## config.mk

```make
export PLATFORM = sky130hd
export DESIGN_NAME = output_arbiter_flat
export DESIGN_NICKNAME = d
export VERILOG_FILES = /design/src/rtl/output_arbiter_if.sv /design/src/rtl/output_arbiter.sv /design/src/flat_wrapper.sv
export SDC_FILE = /design/constraint.sdc
export NUM_CORES = 1
export LEC_CHECK = 0
export CAP_MARGIN = 20
export CORE_MARGIN = 2
export CORE_UTILIZATION = 48
export CTS_CLUSTER_SIZE = 40
export DETAILED_ROUTE_END_ITERATION = 16
export PLACE_DENSITY = 0.77
export SLEW_MARGIN = 15
export SYNTH_ARGS = -nofsm -noshare
export SYNTH_HDL_FRONTEND = slang
export SYNTH_SLANG_ARGS = --single-unit
export TNS_END_PERCENT = 10
```

## constraint.sdc

```tcl
create_clock -name i_SYS_CLOCK -period 2.1 [get_ports i_SYS_CLOCK]
set_input_delay 0.42 -clock i_SYS_CLOCK [delete_from_list [all_inputs] [get_ports i_SYS_CLOCK]]
set_output_delay 0.42 -clock i_SYS_CLOCK [all_outputs]
set_load 0.1 [all_outputs]
```

## src/rtl/output_arbiter_if.sv

```systemverilog
// Purpose : bundles the requester-side inputs and display-side outputs of output_arbiter.
// Latency : n/a (wiring only).
// Backpressure: n/a; requesters hold i_REQ until their o_ACK bit pulses.
//
// Signals:
//   i_REQ      per-requester request, held until the matching o_ACK bit is seen
//   i_DATA     requester k data at [k*DATA_WIDTH +: DATA_WIDTH]
//   i_CLEAR    synchronous display clear, aborts any transfer in flight
//   o_ACK      one-cycle one-hot pulse to the requester whose value was loaded
//   o_BUS      data to the display's bus input
//   o_READ_BUS stretched load strobe for the display
//   o_CLEAR_n  active-low display clear
//   o_OWNER    index of the current or last grant
//   o_BUSY     high while a value is being loaded or dwelling
// Modports: master = requester/driver side, slave = arbiter side.
interface output_arbiter_if #(
    parameter int DATA_WIDTH = 8
);
    logic [3:0]              i_REQ;
    logic [4*DATA_WIDTH-1:0] i_DATA;
    logic                    i_CLEAR;
    logic [3:0]              o_ACK;
    logic [DATA_WIDTH-1:0]   o_BUS;
    logic                    o_READ_BUS;
    logic                    o_CLEAR_n;
    logic [1:0]              o_OWNER;
    logic                    o_BUSY;

    modport master (
        output i_REQ, i_DATA, i_CLEAR,
        input  o_ACK, o_BUS, o_READ_BUS, o_CLEAR_n, o_OWNER, o_BUSY
    );

    modport slave (
        input  i_REQ, i_DATA, i_CLEAR,
        output o_ACK, o_BUS, o_READ_BUS, o_CLEAR_n, o_OWNER, o_BUSY
    );
endinterface

```

## src/rtl/output_arbiter.sv

```systemverilog
// Purpose : round-robin share of one seven-segment display between four requesters.
// Latency : grant one edge after a request is seen in IDLE; ack in the last of max(HOLD_CYCLES,1) load cycles.
// Backpressure: requests wait in IDLE; nothing is granted during LOAD/DWELL or while i_CLEAR is high.
//
// Ports:
//   i_SYS_CLOCK  system clock, all logic on the posedge
//   i_RESET_n    asynchronous active-low reset
//   arb          output_arbiter_if.slave carrying requests, data, clear and all display-side outputs
//
// Flow: IDLE -> (grant) LOAD for the hold time with o_READ_BUS high -> DWELL for the
// dwell time with o_BUS held -> IDLE. i_CLEAR overrides every state and returns to IDLE.
module output_arbiter #(
    parameter int          DATA_WIDTH   = 8,
    parameter logic [31:0] HOLD_CYCLES  = 32'h0001_0000,
    parameter logic [31:0] DWELL_CYCLES = 32'h02FA_F080
) (
    input  logic             i_SYS_CLOCK,
    input  logic             i_RESET_n,
    output_arbiter_if.slave  arb
);

    // A zero hold would leave no cycle for the strobe or the ack, so it is promoted to one.
    localparam logic [31:0] HOLD_EFF = (HOLD_CYCLES == 32'd0) ? 32'd1 : HOLD_CYCLES;

    typedef enum logic [1:0] {
        ST_IDLE  = 2'd0,
        ST_LOAD  = 2'd1,
        ST_DWELL = 2'd2
    } state_t;

    state_t                state_q,   state_d;
    logic [31:0]           cnt_q,     cnt_d;
    logic [1:0]            ptr_q,     ptr_d;
    logic [3:0]            ack_q,     ack_d;
    logic [DATA_WIDTH-1:0] bus_q,     bus_d;
    logic                  read_q,    read_d;
    logic                  clear_n_q, clear_n_d;
    logic [1:0]            owner_q,   owner_d;
    logic                  busy_q,    busy_d;

    // Round-robin pick: search upward from ptr+1, wrapping, so the last winner is
    // considered last.
    logic       gnt_vld;
    logic [1:0] gnt_idx;

    always_comb begin
        logic [1:0] cand;
        gnt_vld = 1'b0;
        gnt_idx = ptr_q;
        cand    = ptr_q;
        for (int i = 1; i <= 4; i++) begin
            cand = ptr_q + 2'(i);
            if (!gnt_vld && arb.i_REQ[cand]) begin
                gnt_vld = 1'b1;
                gnt_idx = cand;
            end
        end
    end

    always_comb begin
        state_d   = state_q;
        cnt_d     = cnt_q;
        ptr_d     = ptr_q;
        ack_d     = 4'b0000;
        bus_d     = bus_q;
        read_d    = read_q;
        clear_n_d = 1'b1;
        owner_d   = owner_q;
        busy_d    = busy_q;

        if (arb.i_CLEAR) begin
            // Abort: no ack, pointer untouched so the aborted requester keeps its turn.
            state_d   = ST_IDLE;
            read_d    = 1'b0;
            busy_d    = 1'b0;
            bus_d     = '0;
            clear_n_d = 1'b0;
        end else begin
            unique case (state_q)
                ST_IDLE: begin
                    if (gnt_vld) begin
                        state_d = ST_LOAD;
                        cnt_d   = HOLD_EFF;
                        bus_d   = arb.i_DATA[int'(gnt_idx)*DATA_WIDTH +: DATA_WIDTH];
                        owner_d = gnt_idx;
                        read_d  = 1'b1;
                        busy_d  = 1'b1;
                        // With a one-cycle load the first LOAD cycle is also the last.
                        if (HOLD_EFF == 32'd1) begin
                            ack_d = 4'b0001 << gnt_idx;
                        end
                    end
                end

                ST_LOAD: begin
                    if (cnt_q <= 32'd1) begin
                        ptr_d  = owner_q;
                        read_d = 1'b0;
                        if (DWELL_CYCLES != 32'd0) begin
                            state_d = ST_DWELL;
                            cnt_d   = DWELL_CYCLES;
                        end else begin
                            state_d = ST_IDLE;
                            busy_d  = 1'b0;
                        end
                    end else begin
                        cnt_d = cnt_q - 32'd1;
                        // Counter reaches 1 on the next edge: that cycle is the final LOAD cycle.
                        if (cnt_q == 32'd2) begin
                            ack_d = 4'b0001 << owner_q;
                        end
                    end
                end

                ST_DWELL: begin
                    if (cnt_q <= 32'd1) begin
                        state_d = ST_IDLE;
                        busy_d  = 1'b0;
                    end else begin
                        cnt_d = cnt_q - 32'd1;
                    end
                end

                default: begin
                    state_d = ST_IDLE;
                    read_d  = 1'b0;
                    busy_d  = 1'b0;
                end
            endcase
        end
    end

    // Pointer resets to 3 so requester 0 wins the first arbitration.
    // o_CLEAR_n resets low and rises on the first edge after release, clearing the display.
    always_ff @(posedge i_SYS_CLOCK or negedge i_RESET_n) begin
        if (!i_RESET_n) begin
            state_q   <= ST_IDLE;
            cnt_q     <= 32'd0;
            ptr_q     <= 2'd3;
            ack_q     <= 4'b0000;
            bus_q     <= '0;
            read_q    <= 1'b0;
            clear_n_q <= 1'b0;
            owner_q   <= 2'd0;
            busy_q    <= 1'b0;
        end else begin
            state_q   <= state_d;
            cnt_q     <= cnt_d;
            ptr_q     <= ptr_d;
            ack_q     <= ack_d;
            bus_q     <= bus_d;
            read_q    <= read_d;
            clear_n_q <= clear_n_d;
            owner_q   <= owner_d;
            busy_q    <= busy_d;
        end
    end

    assign arb.o_ACK      = ack_q;
    assign arb.o_BUS      = bus_q;
    assign arb.o_READ_BUS = read_q;
    assign arb.o_CLEAR_n  = clear_n_q;
    assign arb.o_OWNER    = owner_q;
    assign arb.o_BUSY     = busy_q;

    // Structural invariants of the grant/ack path.
    a_ack_onehot : assert property (@(posedge i_SYS_CLOCK) disable iff (!i_RESET_n)
        $onehot0(ack_q));
    a_ack_in_load : assert property (@(posedge i_SYS_CLOCK) disable iff (!i_RESET_n)
        (ack_q != 4'b0000) |-> (read_q && state_q == ST_LOAD && ack_q == (4'b0001 << owner_q)));
    a_busy_state : assert property (@(posedge i_SYS_CLOCK) disable iff (!i_RESET_n)
        busy_q == (state_q != ST_IDLE));

endmodule

```

## src/flat_wrapper.sv

```systemverilog
// flat-port wrapper written by rule: the top's interface ports become plain ports
module output_arbiter_flat 
#(
    parameter int          DATA_WIDTH   = 8,
    parameter logic [31:0] HOLD_CYCLES  = 32'h0001_0000,
    parameter logic [31:0] DWELL_CYCLES = 32'h02FA_F080
)
  (i_SYS_CLOCK, i_RESET_n, arb_i_REQ, arb_i_DATA, arb_i_CLEAR, arb_o_ACK, arb_o_BUS, arb_o_READ_BUS, arb_o_CLEAR_n, arb_o_OWNER, arb_o_BUSY);
  output_arbiter_if #(.DATA_WIDTH(DATA_WIDTH)) arb_i ();
  input  logic i_SYS_CLOCK;
  input  logic i_RESET_n;
  input wire logic [$bits(arb_i.i_REQ)-1:0] arb_i_REQ;
  input wire logic [$bits(arb_i.i_DATA)-1:0] arb_i_DATA;
  input wire logic [$bits(arb_i.i_CLEAR)-1:0] arb_i_CLEAR;
  output wire logic [$bits(arb_i.o_ACK)-1:0] arb_o_ACK;
  output wire logic [$bits(arb_i.o_BUS)-1:0] arb_o_BUS;
  output wire logic [$bits(arb_i.o_READ_BUS)-1:0] arb_o_READ_BUS;
  output wire logic [$bits(arb_i.o_CLEAR_n)-1:0] arb_o_CLEAR_n;
  output wire logic [$bits(arb_i.o_OWNER)-1:0] arb_o_OWNER;
  output wire logic [$bits(arb_i.o_BUSY)-1:0] arb_o_BUSY;
  assign arb_i.i_REQ = arb_i_REQ;
  assign arb_i.i_DATA = arb_i_DATA;
  assign arb_i.i_CLEAR = arb_i_CLEAR;
  assign arb_o_ACK = arb_i.o_ACK;
  assign arb_o_BUS = arb_i.o_BUS;
  assign arb_o_READ_BUS = arb_i.o_READ_BUS;
  assign arb_o_CLEAR_n = arb_i.o_CLEAR_n;
  assign arb_o_OWNER = arb_i.o_OWNER;
  assign arb_o_BUSY = arb_i.o_BUSY;
  output_arbiter #(.DATA_WIDTH(DATA_WIDTH), .HOLD_CYCLES(HOLD_CYCLES), .DWELL_CYCLES(DWELL_CYCLES)) u_core (.i_SYS_CLOCK(i_SYS_CLOCK), .i_RESET_n(i_RESET_n), .arb(arb_i));
endmodule
```

==> results of run 1 <==
layer usage:
layer,vias up,track usage,part of all wire
li1,1591,-,-
met4,0,0.110,0.033
met1,1721,0.354,0.38
met2,217,0.483,0.51
met5,-,0,0
met3,41,0.0486,0.076
registers in the layout, summed over array words and instances (netlist names):
signal                 count
u_core.arb.o_ACK           4
u_core.arb.o_BUS           8
u_core.arb.o_BUSY          1
u_core.arb.o_CLEAR_n       1
u_core.arb.o_OWNER         2
u_core.arb.o_READ_BUS      1
u_core.cnt_q              32
u_core.ptr_q               2
u_core.state_q             2
worst max-delay path: stages (launching register included):
cell                      delay, ps
sky130_fd_sc_hd__dfrtp_1        420
sky130_fd_sc_hd__nor4_4         370
sky130_fd_sc_hd__buf_4          210
sky130_fd_sc_hd__nand4_1        180
sky130_fd_sc_hd__nor4_4         340
sky130_fd_sc_hd__buf_4          180
sky130_fd_sc_hd__nor2_4          50
sky130_fd_sc_hd__buf_4          140
sky130_fd_sc_hd__a32o_1         260
through the flow:
step           TNS (ps)  total power [mW]  utilization  cell area, sq um  std cells
4_1_cts           -1290              8.16        0.740              4720        568
2_1_floorplan      -667              4.88            -              3190        334
3_3_place_gp      -6230              7.10        0.709              4530        555
3_5_place_dp      -8160              7.28        0.709              4530        555
6_report          -1790              8.81        0.765              4880        569
5_1_grt           -4600              9.31        0.765              4880        569
path summary, 6_finish.rpt:
kind / cells past startpoint / slack, ps / endpoint / start
worst min register to register: 1 / 520 / u_core.cnt_q[30] / u_core.cnt_q[30]
worst max register to register: 8 / -170 / u_core.cnt_q[5] / u_core.cnt_q[13]
max in group asynchronous: 2 / 1430 / u_core.ptr_q[1] / i_RESET_n
worst max-delay path: 8 / -170 / u_core.cnt_q[5] / u_core.cnt_q[13]
worst min-delay path: 1 / 60 / u_core.cnt_q[29] / i_RESET_n
min in group i_SYS_CLOCK: 1 / 520 / u_core.cnt_q[30] / u_core.cnt_q[30]
cells in the final DEF (no fill, tap or decap), types with 4 or more instances in the layout:
master,Yosys,layout
sky130_fd_sc_hd__a21oi_1,17,16
sky130_fd_sc_hd__a22o_1,10,10
sky130_fd_sc_hd__a31oi_1,7,7
sky130_fd_sc_hd__buf_12,0,5
sky130_fd_sc_hd__buf_4,1,113
sky130_fd_sc_hd__buf_6,3,4
sky130_fd_sc_hd__clkbuf_8,0,5
sky130_fd_sc_hd__clkdlybuf4s50_1,0,37
sky130_fd_sc_hd__dfrtp_1,51,51
sky130_fd_sc_hd__ha_1,8,8
sky130_fd_sc_hd__inv_1,9,8
sky130_fd_sc_hd__mux4_2,8,8
sky130_fd_sc_hd__nand2_1,32,31
sky130_fd_sc_hd__nor2_1,25,21
sky130_fd_sc_hd__nor3_1,25,23
sky130_fd_sc_hd__nor4_1,12,7
sky130_fd_sc_hd__nor4_2,4,5
sky130_fd_sc_hd__nor4_4,2,6
sky130_fd_sc_hd__o21ai_0,39,19
sky130_fd_sc_hd__o21ai_1,6,23
sky130_fd_sc_hd__o22a_1,4,4
sky130_fd_sc_hd__o31ai_1,6,6
timing repair:
item                                   CTS  global route
gates resized for setup                  9            50
setup endpoints to repair               37            47
setup buffers                            4             1
endpoints found under the hold margin    0             0
cloned                                   1             0
pin swaps                               10            14
kinds of logic (layout without fill, tap and decap cells):
family | count (synthesis) | after routing | synth area share
buffers and inverters | 20 | 178 | 0.0326
multiplexers | 11 | 11 | 0.0672
AO/OA/AOI/OAI | 113 | 113 | 0.228
AND/OR/NAND/NOR | 129 | 129 | 0.223
flip-flops | 53 | 53 | 0.418
adder cells (fa/ha/maj) | 8 | 8 | 0.0315
report_power, final:
part | internal, mW | switching (mW) | total, mW
clock | 0.244 | 0.373 | 0.617
sequential | 1.34 | 0.282 | 1.62
combinational | 2.68 | 3.90 | 6.57
total | 4.26 | 4.55 | 8.81
cell type report:
cell class	count	area (sq um)	share of cell area
clock buffers	5	68.8	0.0141
clock inverters	3	26.3	0.00538
inverters	9	33.8	0.00692
multi-input cells	261	1930	0.395
flip-flops and latches	53	1330	0.272
well taps	77	96.3	0.0197
repair buffers	161	1400	0.287
==> results.md, run 1 <==
* Status: complete, but fails checks
* Violated checks: setup timing
* Crit Path Class: flip-flop to flip-flop
* Number of violations of the max-capacitance limit at 0
* Hold bufs inserted after CTS at 0
* Fraction of final layout cells sized beyond drive strength 1 at 0.380
* Drt initial violations at 321
* Clock transition at the register clock pins on the worst setup and hold paths after CTS at 100 ps
* Fraction of the yosys area taken by sequential cells at 0.418
* Class of the tightest hold or removal check: primary input to asynchronous set/reset pin
* Minimum setup slack in the final design at -170 ps
* Worst EP required at 2310 ps
* Most used standard cell by instance count after synthesis: sky130_fd_sc_hd__dfrtp_1
* Worst-case vdd ir drop at 0.00129 V
* Number of buffers created by CTS at 5
* Maximum buffer depth of the clock tree at 2
* Post-DP HPWL at 7200 microns
* H-Tree Level Count at 2
* Final slew viol count at 0
* Prevailing post-synth register cell: sky130_fd_sc_hd__dfrtp_1
* Fmax at 440 MHz
* Number of failing hold endpoints at the final stage at 0
* Area growth syn-to-layout at 53.5%
* Detail-routed net length per standard cell at 18.6 microns
* List of most frequent post-synthesis cells: 51 x sky130_fd_sc_hd__dfrtp_1, 39 x sky130_fd_sc_hd__o21ai_0, 32 x sky130_fd_sc_hd__nand2_1
* Die Footprint at 7300 sq um
* Antenna cells at 0
* Sink Count at 53
* Final setup violation count at 27
* Number of global-route vias before repair at 3,606
* Synth Instances at 334
* Remaining antenna violation count after routing at 0
* Overall die height at 85.4 microns
* Routability Congestion at 0.897
* Yosys warnings at 0
* # rows at 29
* Leakage dissipation at 2.24 nW
* Initial core utilization at 0.498
* Share of flip-flops with an asynchronous set or reset at 1.00
* GRT overflow at 0
* Wire length of the first global-routing pass at 16,500 microns
* Maximum number of pins on one net before global-route repair at 33
* Clock skew after layout at 7.30 ps
* Total power density per cell area at 1800 nW/um^2
* Final critical-path share of the clock period at 1.08
* Layout filler cell count at 396
* Cell types with the largest area share after synthesis: sky130_fd_sc_hd__dfrtp_1 40%, sky130_fd_sc_hd__o21ai_0 6.1%, sky130_fd_sc_hd__mux4_2 5.7%
* IO Port Bufs at 55
* Clock tree from TritonCTS: yes
* Worst-Margin Slew at 521 ps
* Critical path endpoint category: flip-flop
* Routed via count at 3,570
* Count of distinct cell types in the synthesized netlist at 52
* Routed wire length at 10,600 microns
* RSZ-0062 raised after global routing: yes
* Final critical-path required period at 2270 ps
* Chip Width at 85.4 microns
* Buffer cell driving the clock tree root: sky130_fd_sc_hd__clkbuf_8
* Normalized max-slew margin at 0.653
* Skew-Pair Late Insertion Delay at 320 ps
* Post-route DRC at 0
* All-Layer GR Usage at 0.282
* I/O pin count at 56
* Initial antenna violation count at 0
* Worst hold slack across all endpoints at 60.4 ps
* Avg Inst Size Synth at 9.53 sq um
* Biggest fanout along the worst timing path at 6
* Core box area at 6390 sq um
* Area share of the leading cell type in the synthesized netlist at 0.401
* Seq cells post-synth at 53
* Pre-CTS setup slack at -318 ps
* Synthesized netlist net count at 381
* Via density per instance at 6.27
* Pre-antenna DRT Iters at 7
* Cell type with the highest aggregate area in the netlist: sky130_fd_sc_hd__dfrtp_1
* Launching element type of the critical path: flip-flop
* Number of nets at the end of the flow at 538
* Cell area after technology mapping at 3180 sq um
* EDFF count, synth at 0
* Worst EP arrival at 2480 ps
No activity file was read; power rests on OpenSTA's default activity.
==> inputs of run 2 (changes only) <==
--- a/config.mk
+++ b/config.mk
@@ -10,6 +10,7 @@
 export CORE_UTILIZATION = 48
 export CTS_CLUSTER_SIZE = 40
 export DETAILED_ROUTE_END_ITERATION = 16
+export HOLD_SLACK_MARGIN = 0.05
 export PLACE_DENSITY = 0.77
 export SLEW_MARGIN = 15
 export SYNTH_ARGS = -nofsm -noshare
==> results of run 2 <==
Final layout, timing and power as in run 1 (identical DEF).
==> inputs of run 3 (changes only) <==
--- a/config.mk
+++ b/config.mk
@@ -8,6 +8,7 @@
 export CAP_MARGIN = 20
 export CORE_MARGIN = 2
 export CORE_UTILIZATION = 48
+export CTS_CLUSTER_DIAMETER = 60
 export CTS_CLUSTER_SIZE = 40
 export DETAILED_ROUTE_END_ITERATION = 16
 export HOLD_SLACK_MARGIN = 0.05
==> results of run 3 <==
Final layout, timing and power as in run 1 (identical DEF).
